File: src/rtl/ext_mem_pkg.sv
// ext_mem_pkg
// Shared types and default constants for the external-memory router and
// its address decoder.
//   state_t          : router FSM states (IDLE / ACCESS / RESP)
//   DEF_*            : default address width, region count, base and mask tables
//                      (index 0 = flash, 1 = SRAM, 2 = LEDs, 3 = SDRAM)
//   region_idx_t     : region index sized for the default region count
package ext_mem_pkg;

    typedef enum logic [1:0] {
        IDLE   = 2'd0,
        ACCESS = 2'd1,
        RESP   = 2'd2
    } state_t;

    localparam int DEF_ADDR_W      = 24;
    localparam int DEF_NUM_REGIONS = 4;

    // Packed tables: the right-most entry is region 0.
    localparam logic [DEF_NUM_REGIONS-1:0][DEF_ADDR_W-1:0] DEF_REGION_BASE =
        {24'h800000, 24'h480000, 24'h400000, 24'h000000};
    localparam logic [DEF_NUM_REGIONS-1:0][DEF_ADDR_W-1:0] DEF_REGION_MASK =
        {24'h7FFFFF, 24'h000001, 24'h07FFFF, 24'h3FFFFF};

    typedef logic [$clog2(DEF_NUM_REGIONS)-1:0] region_idx_t;

endpackage

File: src/rtl/ext_mem_decoder.sv
// ext_mem_decoder
// Combinational address decoder shared by the data- and instruction-port
// routers. A region matches when (addr & ~mask) == base; when several
// regions match, the lowest index wins.
// Ports:
//   addr   in  ADDR_W  CPU word address
//   hit    out 1       some region matches
//   idx    out IDX_W   winning region index (0 when no hit)
//   offset out ADDR_W  addr & mask of the winning region (0 when no hit)
module ext_mem_decoder
    import ext_mem_pkg::*;
#(
    parameter int ADDR_W      = DEF_ADDR_W,
    parameter int NUM_REGIONS = DEF_NUM_REGIONS,
    parameter int IDX_W       = (NUM_REGIONS > 1) ? $clog2(NUM_REGIONS) : 1,
    parameter logic [NUM_REGIONS-1:0][ADDR_W-1:0] REGION_BASE = DEF_REGION_BASE,
    parameter logic [NUM_REGIONS-1:0][ADDR_W-1:0] REGION_MASK = DEF_REGION_MASK
) (
    input  logic [ADDR_W-1:0] addr,
    output logic              hit,
    output logic [IDX_W-1:0]  idx,
    output logic [ADDR_W-1:0] offset
);

    logic [NUM_REGIONS-1:0] match_s;

    // Per-region match vector.
    always_comb begin
        for (int i = 0; i < NUM_REGIONS; i++) begin
            match_s[i] = ((addr & ~REGION_MASK[i]) == REGION_BASE[i]);
        end
    end

    // Priority select: walking from the top index down lets lower indices
    // overwrite higher ones, so the lowest matching region is the result.
    always_comb begin
        hit    = |match_s;
        idx    = '0;
        offset = '0;
        for (int i = NUM_REGIONS - 1; i >= 0; i--) begin
            idx    = match_s[i] ? IDX_W'(i) : idx;
            offset = match_s[i] ? (addr & REGION_MASK[i]) : offset;
        end
    end

endmodule

File: src/rtl/ext_mem_router.sv
// ext_mem_router
// Routes one CPU request at a time to one of NUM_REGIONS downstream
// channels through a registered IDLE -> ACCESS -> RESP state machine.
// Unmapped addresses and simultaneous read+write complete in one cycle
// with cpu_err_o set. Optional access timeout: define EXT_MEM_TIMEOUT_EN.
// Ports:
//   clk, reset                  clock, asynchronous active-high reset
//   cpu_addr_i/wdata_i/be_i     request address, write data, byte enables
//   cpu_re_i/we_i               read / write request (held while cpu_wait_o)
//   cpu_rdata_o/err_o           result, valid while in RESP
//   cpu_wait_o                  CPU holds the request while high
//   mem_addr_o                  per-channel offset (selected channel only)
//   mem_wdata_o/be_o            shared write data / byte enables
//   mem_re_o/we_o               per-channel strobes
//   mem_rdata_i/wait_i          per-channel read data / wait
module ext_mem_router
    import ext_mem_pkg::*;
#(
    parameter int ADDR_W      = DEF_ADDR_W,
    parameter int DATA_W      = 16,
    parameter int NUM_REGIONS = DEF_NUM_REGIONS,
    parameter logic [NUM_REGIONS-1:0][ADDR_W-1:0] REGION_BASE = DEF_REGION_BASE,
    parameter logic [NUM_REGIONS-1:0][ADDR_W-1:0] REGION_MASK = DEF_REGION_MASK,
    parameter int TIMEOUT_CYCLES = 255
) (
    input  logic                          clk,
    input  logic                          reset,
    input  logic [ADDR_W-1:0]             cpu_addr_i,
    input  logic [DATA_W-1:0]             cpu_wdata_i,
    input  logic [DATA_W/8-1:0]           cpu_be_i,
    input  logic                          cpu_re_i,
    input  logic                          cpu_we_i,
    output logic [DATA_W-1:0]             cpu_rdata_o,
    output logic                          cpu_wait_o,
    output logic                          cpu_err_o,
    output logic [NUM_REGIONS*ADDR_W-1:0] mem_addr_o,
    output logic [DATA_W-1:0]             mem_wdata_o,
    output logic [DATA_W/8-1:0]           mem_be_o,
    output logic [NUM_REGIONS-1:0]        mem_re_o,
    output logic [NUM_REGIONS-1:0]        mem_we_o,
    input  logic [NUM_REGIONS*DATA_W-1:0] mem_rdata_i,
    input  logic [NUM_REGIONS-1:0]        mem_wait_i
);

    localparam int IDX_W = (NUM_REGIONS > 1) ? $clog2(NUM_REGIONS) : 1;
    localparam int BE_W  = DATA_W / 8;

    state_t                        state_r, state_nxt_s;
    logic [IDX_W-1:0]              sel_r, sel_nxt_s;
    logic                          we_dir_r, we_dir_nxt_s;
    logic [NUM_REGIONS*ADDR_W-1:0] addr_r, addr_nxt_s;
    logic [DATA_W-1:0]             wdata_r, wdata_nxt_s;
    logic [BE_W-1:0]               be_r, be_nxt_s;
    logic [NUM_REGIONS-1:0]        re_r, re_nxt_s, we_r, we_nxt_s;
    logic [DATA_W-1:0]             rdata_r, rdata_nxt_s;
    logic                          err_r, err_nxt_s;

    logic                          hit_s;
    logic [IDX_W-1:0]              idx_s;
    logic [ADDR_W-1:0]             offset_s;
    logic                          req_s;
    logic                          illegal_s;
    logic                          sel_wait_s;
    logic [DATA_W-1:0]             sel_rdata_s;
    logic                          timeout_s;

    ext_mem_decoder #(
        .ADDR_W      (ADDR_W),
        .NUM_REGIONS (NUM_REGIONS),
        .IDX_W       (IDX_W),
        .REGION_BASE (REGION_BASE),
        .REGION_MASK (REGION_MASK)
    ) u_decoder (
        .addr   (cpu_addr_i),
        .hit    (hit_s),
        .idx    (idx_s),
        .offset (offset_s)
    );

    assign req_s       = cpu_re_i | cpu_we_i;
    assign illegal_s   = cpu_re_i & cpu_we_i;
    assign sel_wait_s  = mem_wait_i[sel_r];
    assign sel_rdata_s = mem_rdata_i[int'(sel_r)*DATA_W +: DATA_W];

`ifdef EXT_MEM_TIMEOUT_EN
    localparam int CNT_W = (TIMEOUT_CYCLES > 255) ? $clog2(TIMEOUT_CYCLES + 1) : 8;

    logic [CNT_W-1:0] cnt_r, cnt_nxt_s;

    // The counter holds the number of ACCESS cycles already completed, so the
    // final allowed cycle is the one where it equals TIMEOUT_CYCLES-1.
    assign timeout_s = (cnt_r == CNT_W'(TIMEOUT_CYCLES - 1));

    // Counter next value: counts ACCESS cycles, zero everywhere else so it is
    // already cleared on entry to ACCESS.
    always_comb begin
        if (state_r == ACCESS) begin
            cnt_nxt_s = cnt_r + CNT_W'(1);
        end else begin
            cnt_nxt_s = '0;
        end
    end

    // Timeout counter register.
    always_ff @(posedge clk or posedge reset) begin
        if (reset) begin
            cnt_r <= '0;
        end else begin
            cnt_r <= cnt_nxt_s;
        end
    end
`else
    assign timeout_s = 1'b0;
`endif

    // Next-state and next-register logic for the request/completion FSM.
    always_comb begin
        state_nxt_s  = state_r;
        sel_nxt_s    = sel_r;
        we_dir_nxt_s = we_dir_r;
        addr_nxt_s   = addr_r;
        wdata_nxt_s  = wdata_r;
        be_nxt_s     = be_r;
        re_nxt_s     = re_r;
        we_nxt_s     = we_r;
        rdata_nxt_s  = rdata_r;
        err_nxt_s    = err_r;
        case (state_r)
            IDLE: begin
                if (req_s) begin
                    sel_nxt_s    = idx_s;
                    we_dir_nxt_s = cpu_we_i;
                    wdata_nxt_s  = cpu_wdata_i;
                    be_nxt_s     = cpu_be_i;
                    // Only the selected channel sees an offset; the rest read 0.
                    addr_nxt_s   = '0;
                    addr_nxt_s[int'(idx_s)*ADDR_W +: ADDR_W] = offset_s;
                    re_nxt_s     = '0;
                    we_nxt_s     = '0;
                    if (hit_s && !illegal_s) begin
                        state_nxt_s     = ACCESS;
                        re_nxt_s[idx_s] = cpu_re_i;
                        we_nxt_s[idx_s] = cpu_we_i;
                    end else begin
                        state_nxt_s = RESP;
                        rdata_nxt_s = '0;
                        err_nxt_s   = 1'b1;
                    end
                end else begin
                    state_nxt_s = IDLE;
                end
            end
            ACCESS: begin
                // Completion is tested first so it wins over a same-cycle timeout.
                if (!sel_wait_s) begin
                    state_nxt_s = RESP;
                    re_nxt_s    = '0;
                    we_nxt_s    = '0;
                    rdata_nxt_s = we_dir_r ? '0 : sel_rdata_s;
                    err_nxt_s   = 1'b0;
                end else if (timeout_s) begin
                    state_nxt_s = RESP;
                    re_nxt_s    = '0;
                    we_nxt_s    = '0;
                    rdata_nxt_s = '0;
                    err_nxt_s   = 1'b1;
                end else begin
                    state_nxt_s = ACCESS;
                end
            end
            RESP: begin
                state_nxt_s = IDLE;
            end
            default: begin
                state_nxt_s = IDLE;
                re_nxt_s    = '0;
                we_nxt_s    = '0;
            end
        endcase
    end

    // FSM state and datapath registers; every mem_* output is driven from here.
    always_ff @(posedge clk or posedge reset) begin
        if (reset) begin
            state_r  <= IDLE;
            sel_r    <= '0;
            we_dir_r <= 1'b0;
            addr_r   <= '0;
            wdata_r  <= '0;
            be_r     <= '0;
            re_r     <= '0;
            we_r     <= '0;
            rdata_r  <= '0;
            err_r    <= 1'b0;
        end else begin
            state_r  <= state_nxt_s;
            sel_r    <= sel_nxt_s;
            we_dir_r <= we_dir_nxt_s;
            addr_r   <= addr_nxt_s;
            wdata_r  <= wdata_nxt_s;
            be_r     <= be_nxt_s;
            re_r     <= re_nxt_s;
            we_r     <= we_nxt_s;
            rdata_r  <= rdata_nxt_s;
            err_r    <= err_nxt_s;
        end
    end

    // In IDLE the wait flag follows the request directly so a new request is
    // stalled from its first cycle; it is forced low while reset is asserted.
    assign cpu_wait_o  = ~reset & ((state_r == IDLE) ? req_s : (state_r == ACCESS));
    assign cpu_rdata_o = rdata_r;
    assign cpu_err_o   = err_r;
    assign mem_addr_o  = addr_r;
    assign mem_wdata_o = wdata_r;
    assign mem_be_o    = be_r;
    assign mem_re_o    = re_r;
    assign mem_we_o    = we_r;

endmodule
File: config.mk
export PLATFORM = sky130hd
export DESIGN_NAME = ext_mem_router
export DESIGN_NICKNAME = d
export VERILOG_FILES = /design/src/rtl/ext_mem_pkg.sv /design/src/rtl/ext_mem_decoder.sv /design/src/rtl/ext_mem_router.sv
export SDC_FILE = /design/constraint.sdc
export NUM_CORES = 1
export LEC_CHECK = 0
export ABC_AREA = 1
export BUFFER_PORTS_ARGS = -buffer_cell sky130_fd_sc_hd__buf_2
export CORE_ASPECT_RATIO = 0.9
export CORE_MARGIN = 3
export CORE_UTILIZATION = 45
export CTS_CLUSTER_SIZE = 24
export DETAILED_ROUTE_END_ITERATION = 12
export PLACE_DENSITY = 0.79
export SYNTH_ARGS = -nofsm -noshare
export SYNTH_HDL_FRONTEND = slang
export SYNTH_SLANG_ARGS = --single-unit
File: constraint.sdc
create_clock -name clk -period 4.4 [get_ports clk]
set_input_delay 0.66 -clock clk [delete_from_list [all_inputs] [get_ports clk]]
set_output_delay 0.66 -clock clk [all_outputs]
set_load 0.005 [all_outputs]
# Word level (Yosys, flattened, before mapping)
# Index checks and enable logic that the tools add are counted.
# totals
ff_bits	144
out_inout_bits	140
word_cells	76
# op_classes
add_sub_neg	1
mul	1
magnitude_cmp	3
eq_ne	7
n_shift	3
muxes	33
n_bitwise	8
n_reduce_logical	10
# op_table
operator	n
$and A96 B96 Y96	1
$shift A24 B33 Y96 const A	1
$shiftx A24 B33 Y96	1
$mux W23	4
$mux W16	4
$shiftx A64 B7 Y16	1
$neg A7 Y33	1
$pmux W16 S2	1
$logic_not A24 Y1	1
$pmux W4 S3	2
$eq A23 B22 Y1 const B	1
$mux W4	5
$mux W2	7
$and A4 B4 Y4	2
$lt A2 B3 Y1 const B	2
$mux W1	6
$ne A2 B2 Y1 const B	3
$eq A5 B4 Y1 const B	1
$mul A2 B2 Y4 const B	1
$pmux W2 S2	1
$reduce_and A4 Y1	1
$reduce_or A4 Y1	1
$reduce_and A3 Y1	1
$and A1 B1 Y1	2
other kinds (13)	15

# Longest topological paths before layout
# depth
depth_word	12
depth_mapped	16
mapped_depth_nobuf	15

# Cells and area by module
# From an unflattened synthesis, not the netlist that was laid out.
# unflattened
cells_unflattened	1071
area_unflattened_um2	7711.1
# modules_own_cells
mod	n_inst	cells_each	area_per_inst_um2	seq_area_each_um2
ext_mem_router	1	992	7372.1	3603.5
ext_mem_decoder	1	79	339.1	0.0

# Worst setup path after synthesis
# No wires, ideal clock.
# synth_path
path_kind	in2reg
start	input cpu_addr_i[20]
end	register addr_r[73], in the netlist mem_addr_o[73]
setup_ns	0.083
t_arrival_ns	2.459
required_ns	4.317
setup_slack_ns	1.858
path_stages	13
path_buffers	3
path_cell_list	nor2_1 nand3_1 nand2_1 inv_2 buf_6 buf_6 ha_1 inv_2 nand3_1 nor2_4 nand2_2 buf_2 o21ai_0
# synth_via
elab_chain_len	8
elab_cells_between_ends	14
# synth_lines
item	line	source
from (decl)	ext_mem_router.sv:28	input logic [ADDR_W-1:0] cpu_addr_i,
$eq A23 B22 Y1	ext_mem_decoder.sv:30	match_s[i] = ((addr & ~REGION_MASK[i]) == REGION_BASE[i]);
$mux W2 (3 in a row)	ext_mem_decoder.sv:41	idx = match_s[i] ? IDX_W'(i) : idx;
$mul A2 B2 Y4	ext_mem_router.sv:137	addr_nxt_s[int'(idx_s)*ADDR_W +: ADDR_W] = offset_s;
$neg A7 Y33	ext_mem_router.sv:137	
$shiftx A24 B33 Y96 / $shift A24 B33 Y96 (equally long branches)	ext_mem_router.sv:137	
$and A96 B96 Y96 (no source line) (*)	n/a	
to (signal assigned)	ext_mem_router.sv:199	addr_r <= addr_nxt_s;
to (decl)	ext_mem_router.sv:51	logic [NUM_REGIONS*ADDR_W-1:0] addr_r, addr_nxt_s;
# Mark *: on every way between the ends. The rest lies on a longest branch, timed or not.
# A chain may end at the register's enable or synchronous reset.

# Worst setup path after layout
# layout_path
start	input cpu_addr_i[22]
end	register addr_r[2], in the netlist mem_addr_o[2]
# layout_via
elab_chain_len	8
elab_cells_between_ends	15
# layout_lines
item	line	source
$eq A23 B22 Y1	ext_mem_decoder.sv:30	
$mux W2 (2 in a row)	ext_mem_decoder.sv:41	
$mux W2 (*)	ext_mem_decoder.sv:41	
named net idx_s[1]	ext_mem_router.sv:59	logic [IDX_W-1:0] idx_s;
$mul A2 B2 Y4 (*)	ext_mem_router.sv:137	
$neg A7 Y33 (*)	ext_mem_router.sv:137	
$shiftx A24 B33 Y96 / $shift A24 B33 Y96 (equally long branches)	ext_mem_router.sv:137	
$and A96 B96 Y96 (no source line) (*)	n/a	
# The timed path passes the listed nets; every way through them passes the cells marked *.

==> metrics.txt <==
Avg Inst Size Synth 8.37 sq um; synth warn 0; slowest CP cell nand3_1; wire per inst 16.3 um; dpl ws 0.887 ns; Syn Inst Count 800; total number of vias 6452; critical path required time 4.71 ns; first-pass GRT wire length 31.7 mm; worst path arrival time 3.47 ns; setup TNS 0 ns; post-synth top area cell dfrtp_1; IO Pins 254; most common cell after layout, fill and taps aside nand2_1; Post-Syn Area 6700 sq um; total grt overflow 0; Setup Fix Bufs, Post-CTS 0; Worst R2R End cpu_rdata_o[7]$_DFFE_PP0P_; post-synth top area share 53.8%; leak pwr 4.72 nW; number of diodes 0; r2r setup slk 2.22 ns; Post-layout nets 1158; final worst slack 1.24 ns; post-cts resize count 0; vias in the first global route 5989; Setup crit start kind input pin; # setup viols final 0; CTS sink count 144; EDFF count, synth 0; Total GRT Usage 24.9%; Yosys reg bits 144; Fin. Hold Viols 0; Iteration-0 DRC Markers 581; Final Critical Period 3.16 ns; Setup crit end kind register; final RePlAce weighted congestion 0.913; Clock Path Buffers 2; DIE HEIGHT 122 um; layout cells sized above 1 32.1%; outcome finished, final reports clean; Design Power 4.62 mW; crit share post-route 71.8%; top cells by area, synth dfrtp_1, nand2_1, o21ai_0; power per cell area 533 nW/um^2; RSZ-0062 raised after global routing no; hold_ws 0.377 ns; antenna violations before repair 0; post-route ant nets 0; Hold Path Class in -> async; worst r2r src state_r[1]$_DFF_PP0_; row count 41; Synth Flop Type dfrtp_1; Slew HR 36.1%; DR pass1 iterations 5; area of the die 16400 sq um; # port buffers 253; Core Box Area 14300 sq um; most frequent cells in the layout nand2_1, buf_2, dfrtp_1; Max Transition Viols Final 0; Seq/Total Area, Yosys 53.8%; WL final 20.3 mm; worst slew pin tran 0.953 ns; Num CTS Buffers 17; Peak VDD IR 0.000319 V; drt via density 5.19; synth unique cells 32; Fillers 1234; Critical Path Source cpu_addr_i[22]; maximum clock frequency 316 MHz; critical path class in -> reg; Die Width 135 um; reported max-cap violation count 0; largest net degree at the start of global routing 71; worst skew pair latency 0.42 ns; # DRC 0; initial core utilization 46.8%; CP Capture Point mem_addr_o[2]$_DFFE_PP0P_; Net Count, Synth 922; skew final 0.0120 ns; Reg clk slew, reported paths 0.06 ns; final cell count without fillers 1242; critical path fanouts, max 22; root buffer cell clkbuf_16; H-Tree Level Count 4; hold buffers post-CTS 0; DP Wirelength 15.0 mm; delay of the slowest cell on the worst path 0.57 ns; CP Cell Sequence buf_2, inv_2, nor2_4, nand2_1, nor2_1, nand3_1, nand2_1, inv_1, ha_1, inv_2, nor3_1, nand3_1, o21ai_0; Synth async-reset ratio 100%; cell count of the worst reg-to-reg path 7; CTS tree built; Post-Place Cells 1210; area grow syn2layout 29.3%
[report_power, final]
group | switching [mW] | leakage, nW | internal, mW | total [mW]
Sequential | 0.136 | 1.96 | 1.55 | 1.68
Clock | 0.572 | 0.306 | 0.958 | 1.53
Combinational | 0.928 | 2.46 | 0.475 | 1.40
Total | 1.64 | 4.72 | 2.98 | 4.62
[sequential cells by signal (all words and copies together), names as in the netlist]
register / flops
cpu_err_o: 1
cpu_rdata_o: 16
mem_addr_o: 96
mem_be_o: 2
mem_re_o: 4
mem_wdata_o: 16
mem_we_o: 4
sel_r: 2
state_r: 2
we_dir_r: 1
[worst min path at each step]
stage | startpoint | cells after the start | slack [ns] | to
after floorplan | mem_be_o[0]$_DFFE_PP0P_ | 2 | 0.47 | mem_be_o[0]$_DFFE_PP0P_
after global placement | mem_wdata_o[2]$_DFFE_PP0P_ | 2 | 0.46 | mem_wdata_o[2]$_DFFE_PP0P_
after detailed placement | mem_addr_o[88]$_DFFE_PP0P_ | 2 | 0.46 | mem_addr_o[88]$_DFFE_PP0P_
after CTS | reset | 2 | 0.38 | mem_addr_o[45]$_DFFE_PP0P_
after global routing | reset | 2 | 0.42 | mem_addr_o[45]$_DFFE_PP0P_
final | reset | 2 | 0.38 | mem_we_o[1]$_DFFE_PP0P_
[cell usage after synthesis, types with 6 or more instances]
cell / instances
nand2_1: 274
dfrtp_1: 144
nor2_1: 85
o21ai_0: 84
o21ai_1: 28
inv_1: 27
nand3_1: 27
o21ai_2: 20
buf_2: 18
clkbuf_1: 18
o32ai_1: 16
ha_1: 8
inv_2: 7
nor3_1: 6
o31ai_1: 6
[area by class of cell]
cell class	count	area, sq um	share of cell area (%)
clock buffers	18	429	4.96
clock inverters	14	203	2.34
inverters	35	138	1.59
multi-input cells	577	2720	31.4
flip-flops and latches	144	3600	41.6
well taps	193	241	2.79
repair buffers	261	1330	15.3
[critical path, delay by kind of cell]
family | cells | cell delay, ns
adder cells (fa/ha/maj) | 1 | 0.53
buffers and inverters | 4 | 0.64
AND/OR/NAND/NOR | 7 | 1.21
AO/OA/AOI/OAI | 1 | 0.42
[per-layer routing]
metal  track usage [%]  up-vias  wire, um
met3              6.44       44      1760
met1              35.8     3020      8990
li1                  -     3075         -
met4              10.6        0       583
met2              35.8      313      8940
met5                 0        -         0
[cell families (layout without fill, tap and decap cells)]
group / after synthesis / count (layout) / synth area share, %
simple gates: 409 / 409 / 24.7
compound gates: 160 / 160 / 14.4
flops: 144 / 144 / 53.8
buf+inv: 79 / 328 / 5.59
fa+ha+maj: 8 / 8 / 1.49
[metrics by stage]
step / cell area, sq um / utilization, %
after floorplan: 6700 / -
after global placement: 8030 / 56.1
after detailed placement: 8030 / 56.1
after CTS: 8660 / 60.5
after global routing: 8660 / 60.5
final: 8660 / 60.5
(Power assumes the default switching activity.)
